### src/rtl/bf_loop_unit.sv
// bf_loop_unit: bracket-resolving stage between instruction fetch and decode of the Brainfuck core.
// Ports:
//    i_clk, i_reset              rising-edge clock, asynchronous active-high reset
//    i_op_pc, i_op, i_op_valid   opcode and its address from fetch; o_op_ack consumes it
//    o_out_op, o_out_valid       opcode forwarded to decode; i_out_ack accepts it
//    i_cell_valid, i_cell_zero   current data cell state, meaningful once downstream is drained
//    o_pc_load, o_pc_d           one-cycle program counter redirect for a repeating loop
//    o_flush                     one-cycle strobe telling fetch to discard its in-flight opcode
//    o_level                     return-stack occupancy
//    o_err                       sticky structural error (stack over/underflow, skip nesting overflow)
module bf_loop_unit #(
   parameter int IA_WIDTH = 12,
   parameter int ID_WIDTH = 8,
   parameter int DEPTH = 16,
   parameter int SKIP_WIDTH = 8,
   parameter logic [ID_WIDTH-1:0] OP_OPEN = 'h5B,
   parameter logic [ID_WIDTH-1:0] OP_CLOSE = 'h5D,
   localparam int LW = $clog2(DEPTH + 1)
) (
   input  logic                i_clk,
   input  logic                i_reset,
   input  logic [IA_WIDTH-1:0] i_op_pc,
   input  logic [ID_WIDTH-1:0] i_op,
   input  logic                i_op_valid,
   output logic                o_op_ack,
   output logic [ID_WIDTH-1:0] o_out_op,
   output logic                o_out_valid,
   input  logic                i_out_ack,
   input  logic                i_cell_valid,
   input  logic                i_cell_zero,
   output logic                o_pc_load,
   output logic [IA_WIDTH-1:0] o_pc_d,
   output logic                o_flush,
   output logic [LW-1:0]       o_level,
   output logic                o_err
);
   localparam int AW = $clog2(DEPTH);
   typedef enum logic [2:0] {PASS, WAIT_OPEN, WAIT_CLOSE, SKIP, REDIRECT, ERROR} state_t;
   state_t r_state;
   logic [IA_WIDTH-1:0] r_stack [DEPTH];
   logic [IA_WIDTH-1:0] r_open_pc;
   logic [IA_WIDTH-1:0] r_pc_d;
   logic [SKIP_WIDTH-1:0] r_skip;
   logic [LW-1:0] r_level;
   logic [ID_WIDTH-1:0] r_out_op;
   logic r_out_valid, r_pc_load, r_flush, r_err;
   logic w_open, w_close, w_bracket, w_ready, w_full, w_ack, w_fwd, w_push;
   logic [AW-1:0] w_top;
   assign w_open = i_op == OP_OPEN;
   assign w_close = i_op == OP_CLOSE;
   assign w_bracket = w_open || w_close;
   // The cell may only be judged once every forwarded opcode has left this stage.
   assign w_ready = !r_out_valid && i_cell_valid;
   assign w_full = r_level == LW'(DEPTH);
   assign w_top = AW'(r_level - LW'(1));
   // Brackets wait for an empty output register; other opcodes may overlap a draining one.
   assign w_ack = !i_reset && i_op_valid &&
                  (r_state == SKIP || (r_state == PASS && (!r_out_valid || (!w_bracket && i_out_ack))));
   assign w_fwd = w_ack && r_state == PASS && !w_bracket;
   assign w_push = r_state == WAIT_OPEN && w_ready && !i_cell_zero && !w_full;
   // Return addresses need no reset: occupancy alone defines which entries are live.
   always_ff @(posedge i_clk)
      if (w_push) r_stack[AW'(r_level)] <= r_open_pc;
   always_ff @(posedge i_clk or posedge i_reset) begin
      if (i_reset) begin
         r_state <= PASS;
         r_open_pc <= '0;
         r_pc_d <= '0;
         r_skip <= '0;
         r_level <= '0;
         r_out_op <= '0;
         r_out_valid <= 1'b0;
         r_pc_load <= 1'b0;
         r_flush <= 1'b0;
         r_err <= 1'b0;
      end else begin
         r_pc_load <= 1'b0;
         r_flush <= 1'b0;
         if (w_fwd) begin
            r_out_op <= i_op;
            r_out_valid <= 1'b1;
         end else if (i_out_ack) r_out_valid <= 1'b0;
         case (r_state)
            PASS:
               if (w_ack && w_bracket) begin
                  r_open_pc <= i_op_pc;
                  r_state <= w_open ? WAIT_OPEN : WAIT_CLOSE;
               end
            WAIT_OPEN:
               if (w_ready) begin
                  if (i_cell_zero) begin
                     r_skip <= SKIP_WIDTH'(1);
                     r_state <= SKIP;
                  end else if (w_full) begin
                     r_err <= 1'b1;
                     r_state <= ERROR;
                  end else begin
                     r_level <= r_level + LW'(1);
                     r_state <= PASS;
                  end
               end
            WAIT_CLOSE:
               if (w_ready) begin
                  if (r_level == '0) begin
                     r_err <= 1'b1;
                     r_state <= ERROR;
                  end else if (i_cell_zero) begin
                     r_level <= r_level - LW'(1);
                     r_state <= PASS;
                  end else begin
                     // Loop repeats: resume at the opcode after the matching '['.
                     r_pc_d <= r_stack[w_top] + IA_WIDTH'(1);
                     r_pc_load <= 1'b1;
                     r_flush <= 1'b1;
                     r_state <= REDIRECT;
                  end
               end
            REDIRECT: r_state <= PASS;
            SKIP:
               if (w_ack && w_open) begin
                  if (&r_skip) begin
                     r_err <= 1'b1;
                     r_state <= ERROR;
                  end else r_skip <= r_skip + SKIP_WIDTH'(1);
               end else if (w_ack && w_close) begin
                  r_skip <= r_skip - SKIP_WIDTH'(1);
                  if (r_skip == SKIP_WIDTH'(1)) r_state <= PASS;
               end
            ERROR: r_state <= ERROR;
            default: r_state <= ERROR;
         endcase
      end
   end
   assign o_op_ack = w_ack;
   assign o_out_op = r_out_op;
   assign o_out_valid = r_out_valid;
   assign o_pc_load = r_pc_load;
   assign o_pc_d = r_pc_d;
   assign o_flush = r_flush;
   assign o_level = r_level;
   assign o_err = r_err;
endmodule

### config.mk
export PLATFORM = sky130hd
export DESIGN_NAME = bf_loop_unit
export DESIGN_NICKNAME = d
export VERILOG_FILES = /design/src/rtl/bf_loop_unit.sv
export SDC_FILE = /design/constraint.sdc
export NUM_CORES = 1
export LEC_CHECK = 0
export ABC_AREA = 1
export BUFFER_PORTS_ARGS = -buffer_cell sky130_fd_sc_hd__clkbuf_2
export CORE_MARGIN = 4
export CORE_UTILIZATION = 31
export DETAILED_ROUTE_END_ITERATION = 12
export GPL_TIMING_DRIVEN = 0
export PLACE_DENSITY = 0.57
export SLEW_MARGIN = 5
export SYNTH_ARGS = -nofsm -noshare
export SYNTH_HDL_FRONTEND = slang
export SYNTH_SLANG_ARGS = --single-unit
export TNS_END_PERCENT = 100
### constraint.sdc
create_clock -name i_clk -period 5.15 [get_ports i_clk]
set_input_delay 0.515 -clock i_clk [delete_from_list [all_inputs] [get_ports i_clk]]
set_output_delay 0.515 -clock i_clk [all_outputs]
set_load 0.005 [all_outputs]
# Yosys cells after proc, flatten, opt, wreduce, memory -nomap -nowiden
# Memories as Yosys holds them, arrays and structs flattened.
# Cells that the tools add are included.
# op_classes
add_sub_neg	5
n_mux	42
eq_ne	24
n_reduce_logical	34
bitwise_logic	2
# op_table
cell	count
two-way mux 8 bit	5
two-way mux 3 bit	11
two-way mux 5 bit	6
inequality test 2 bit (second input constant)	9
equality test 8 x 7 -> 1 bit (second input constant)	2
one-hot mux 8 bit (2 select lines)	1
AND reduction 8 bit	2
two-way mux 1 bit	15
one-hot mux 3 bit (5 select lines)	1
logical AND 1 bit	13
adder 12 x 1 -> 12 bit (second input constant)	1
one-hot mux 5 bit (2 select lines)	1
adder 8 x 1 -> 8 bit (second input constant)	1
equality test 8 x 1 -> 1 bit (second input constant)	1
subtractor 8 x 1 -> 8 bit (second input constant)	1
AND reduction 7 bit	1
equality test 3 x 2 -> 1 bit (second input constant)	2
inequality test 2 x 1 -> 1 bit (second input constant)	3
inequality test 3 x 1 -> 1 bit (second input constant)	2
AND reduction 6 bit	1
nonzero test 2 bit	3
adder 5 x 1 -> 5 bit (second input constant)	1
equality test 5 bit (second input constant)	1
logical NOT 1 bit	5
15 further kinds	18
# word_totals
out_inout_bits	30
input_bits	26
reg_bits	51
memories	1
ramBits	192
elab_cells	117
# memory_table
memory	words	width	rd	rd_ports_with_merged_regs	wr	line	rtl
r_stack	16	12	1	0	1	40	logic [IA_WIDTH-1:0] r_stack [DEPTH];

# Longest topological paths before layout
# logic_depth
depth_word	12
depth_mapped	19
depth_no_buf	15

# Least setup slack after synthesis
# Ideal clock, no wire load.
# synth_timing
path_type	reg2reg
startpoint	register r_level[0], in the netlist o_level[0]
endpoint	memory r_stack[15][0], enable pin
arrival_time_ns	2.676
slack_ns	2.062
synth_period_minus_slack_ns	3.088
path_buffers	3
path_stages_with_launch	9
path_cell_list	dfrtp_1 > inv_2 > buf_6 > buf_2 > buf_2 > ha_1 > nand3_1 > inv_1 > nor4_1
# synth_via
elab_chain_cells	5
# synth_rtl
item	line	rtl
start, declared	44	logic [LW-1:0] r_level;
start signal, assigned	98	r_level <= r_level + LW'(1);
start signal, assigned	108	r_level <= r_level - LW'(1);
equality test 5 bit	54	assign w_full = r_level == LW'(DEPTH);
logical NOT 1 bit	60	assign w_push = r_state == WAIT_OPEN && w_ready && !i_cell_zero && !w_full;
logical AND 1 bit	60	
two-way mux 1 bit	63	if (w_push) r_stack[AW'(r_level)] <= r_open_pc;
two-way mux 1 bit (not written as such)	63	
end, declared	40	
# Parallel ways exist; a longest one is shown, timed or not.

# Worst setup path in the final report
# layout_timing
startpoint	register r_level[0], in the netlist o_level[0]
endpoint	register r_pc_d[8], in the netlist o_pc_d[8]
# layout_via
elab_chain_cells	3
# layout_rtl
item	line	rtl
subtractor 5 x 1 -> 5 bit / logical NOT 5 bit (equally long branches)	n/a	
memory (16 x 12 bit) / inverter 1 bit (equally long branches)	n/a	
adder 12 x 1 -> 12 bit / AND reduction 4 bit (equally long branches)	n/a	
end signal, assigned	112	r_pc_d <= r_stack[w_top] + IA_WIDTH'(1);
end, declared	42	logic [IA_WIDTH-1:0] r_pc_d;
# Parallel ways exist; a longest one is shown, timed or not.
# A chain may end at the register's enable or synchronous reset.

==> qor.yml <==
run_status:
  status: "completed"
clock_tree:
  cts_tree: "done"
  clk_latency_ns: 0.55
  clock-sinks: 243
  clk_pin_slew_ns: 0.07
  hold_buffers: 0
  cts-root-buf: "clkbuf_16"
  cts_buffers: 27
  cts.path.max_buffers: 3
  cts_htree_levels: 1
  post-cts-setup-buffers: 0
  post_cts_resized: 0
placed_design:
  port_buffers: 55
  placedCellCount: 1605
  place_congestion: 0.818
  hpwlAfterDp_um: 20000
layout:
  final_nets: 1208
  fillerInstances: 3472
  multiInputGateArea_sq_um: 3480
  seqCellArea_sq_um: 7040
  fin_cells: 1655
  area_growth_pct: 18.3
  drive_gt1_share_pct: 18.5
  antennaDiodeCount: 0
power:
  combPwrFrac_pct: 43.4
  p_sw_mw: 3.26
  power_frac_seq_pct: 30.6
  clkPwrFrac_pct: 26.0
  leakagePower_nw: 5.55
  intPower_mw: 4.57
  power.density_nw_per_um2: 596
  swShare_pct: 41.6
  ir_worst_vdd_mv: 0.289
detailed_routing:
  drc: 0
  drt.antenna.violating_nets: 0
  first_pass_iters: 6
  drt-total-wl_um: 29400
  vias_per_cell: 4.71
  wl_met3_um: 1630
  wl_met2_um: 14300
  wl_per_cell_um: 17.8
  drt_iter0_drc: 573
  m1WireLength_um: 12600
  top_layer: "met4"
  via_count: 7792
setup_path:
  crit_required_ns: 5.58
  slowest_stage: "buf_1"
  cp_slowest_stage_delay_ns: 0.55
  path_cells: "inv_2 > buf_6 > buf_2 > buf_2 > ha_1 > inv_1 > buf_1 > nand2_1 > nand3_1 > nand3_1 > nand2_1 > ha_1 > nand2_2 > nor2_4 > nand3_1 > nand3_1 > nand2_1"
  rrSetupSlack_ns: 1.20
  critPathLaunchType: "flop"
  path_class: "flop to flop"
  cp-startpoint: "o_level[0]"
  crit_cells: 17
  cp_top_family: "buffers and inverters"
  crit_path_end: "o_pc_d[8]"
  path_max_fanout: 12
  timing.rr.end: "o_pc_d[8]"
  crit_arrival_ns: 4.38
  crit_buf_inv: 6
  reg2reg_depth: 17
  cp-end-kind: "flop"
  r2r_start: "o_level[0]"
  crit_top_cell: "nand3_1"
floorplan:
  dieArea_sq_um: 38900
  initial_utilization_pct: 31.3
  ioPinCount: 56
  dieHeight_um: 197
  dieWidth_um: 197
  rows: 69
  core_sq_um: 35500
synthesis:
  yosys.area.top_type: "edfxtp_1"
  synth_cells: 1074
  synth_edf_count: 192
  synthTopCellsByArea: "edfxtp_1 (52%), dfrtp_1 (11%), nand2_1 (9.6%), nand3_1 (5.2%), nor2_1 (3.9%)"
  syn_area_per_cell_sq_um: 10.3
  yosysWarningCount: 0
  synth_top_area_share_pct: 51.9
  ys_top_cells_by_count: "nand2_1 (284), edfxtp_1 (192), nand3_1 (116), nor2_1 (116), inv_1 (84)"
  syn_nets: 1109
  ys_types: 44
  synth.most_common_cell: "nand2_1"
  ys_async_sr_fraction_pct: 21.0
  dominantRegCellSynth: "edfxtp_1"
  ys_ff_latch: 243
  synth_area_sq_um: 11100
  ys_seq_area_share_pct: 63.4
global_route:
  grtUsageTotal_pct: 15.0
  first_global_vias: 7730
  antenna_found_initial: 0
  grt_overflow: 0
  grt_max_degree: 55
  grt_pass1_wl_um: 45300
sta:
  rsz0062_at_grt: "false"
  fin_setup_tns_ns: 0
  tightestPinTransition_ns: 0.881
  timing.final.max_slew_violations: 0
  min_period_ns: 3.95
  max-slew-margin-rel_pct: 41.2
  clock.fmax_mhz: 253
  setup_violations: 0
  hold_viol: 0
  period_share_pct: 76.7
  skew_ns: 0.0149
flow_run:
  maxCapViolCount: 0
min_path:
  hold_class: "input port to async pin"
cell families (layout without fill, tap and decap cells):
logic type	count (synthesis)	after routing	synth area share [%]
DFF	243	243	63.4
adders and majority gates	9	9	1.01
and+or+nand+nor	564	564	22.2
buffers and inverters	140	260	5.66
muxes	18	18	2.16
AOI/OAI and AO/OA	83	83	4.08
xor gates and xnor gates	17	17	1.48
registers in the layout, summed over array words and instances (netlist names):
signal	flops
o_flush	1
o_out_op	8
r_skip	8
r_state	3
o_pc_d	12
o_out_valid	1
r_stack	192
o_level	5
o_err	1
r_open_pc	12
cell type report:
| type | count | share of cell area [%] |
|---|---|---|
| Clock inverter | 7 | 0.952 |
| Sequential cell | 243 | 53.6 |
| Multi-Input combinational cell | 691 | 26.5 |
| Timing Repair Buffer | 70 | 3.47 |
| Inverter | 97 | 2.80 |
| Tap cell | 461 | 4.39 |
| Buffer | 43 | 2.00 |
| Clock buffer | 43 | 6.29 |
metal layers:
| metal | up-vias | track usage, % |
|---|---|---|
| li1 | 3797 | - |
| met1 | 3733 | 19.9 |
| met2 | 211 | 25.6 |
| met3 | 51 | 2.00 |
| met4 | 0 | 4.62 |
| met5 | - | 0 |
cells in the final DEF (no fill, tap or decap), types with 10 or more instances in the layout:
cell,n
clkbuf_16,27
edfxtp_1,192
nand4_1,10
clkbuf_2,55
o21ai_0,44
nand2_1,284
nor2_2,16
xor2_1,14
mux2_4,10
buf_2,24
dfrtp_1,51
inv_2,12
nand3_1,116
buf_6,15
inv_1,83
nand2_2,10
o21ai_1,13
clkbuf_1,12
nor2_1,102
metrics by stage:
stage                     power (mW)  utilization (%)  worst slack (ns)  hold WS [ns]  area (sq um)
after floorplan                 4.70                -              2.06         0.458         11100
after global placement          5.79             33.7             0.300         0.454         12000
after detailed placement        5.84             34.3              1.26         0.458         12200
after CTS                       7.89             37.0              1.23         0.151         13100
after global routing            8.34             37.0             0.925         0.174         13100
final                           7.83             37.0              1.20         0.107         13100
power by group through the flow:
stage / Clock [mW] / Sequential (mW) / Combinational [mW]
after global routing: 2.15 / 2.42 / 3.77
after CTS: 2.07 / 2.40 / 3.42
after global placement: 0 / 2.43 / 3.36
after floorplan: 0 / 2.41 / 2.29
final: 2.04 / 2.40 / 3.40
after detailed placement: 0 / 2.44 / 3.40
worst min-delay path by stage:
stage	startpoint	to	slack (ns)
after global placement	o_err	o_err	0.45
after floorplan	o_err	o_err	0.46
after CTS	i_reset	o_out_op[0]	0.15
after global routing	i_out_ack	o_out_valid	0.17
after detailed placement	o_err	o_err	0.46
final	i_reset	o_out_op[0]	0.11
(Power assumes the default switching activity.)
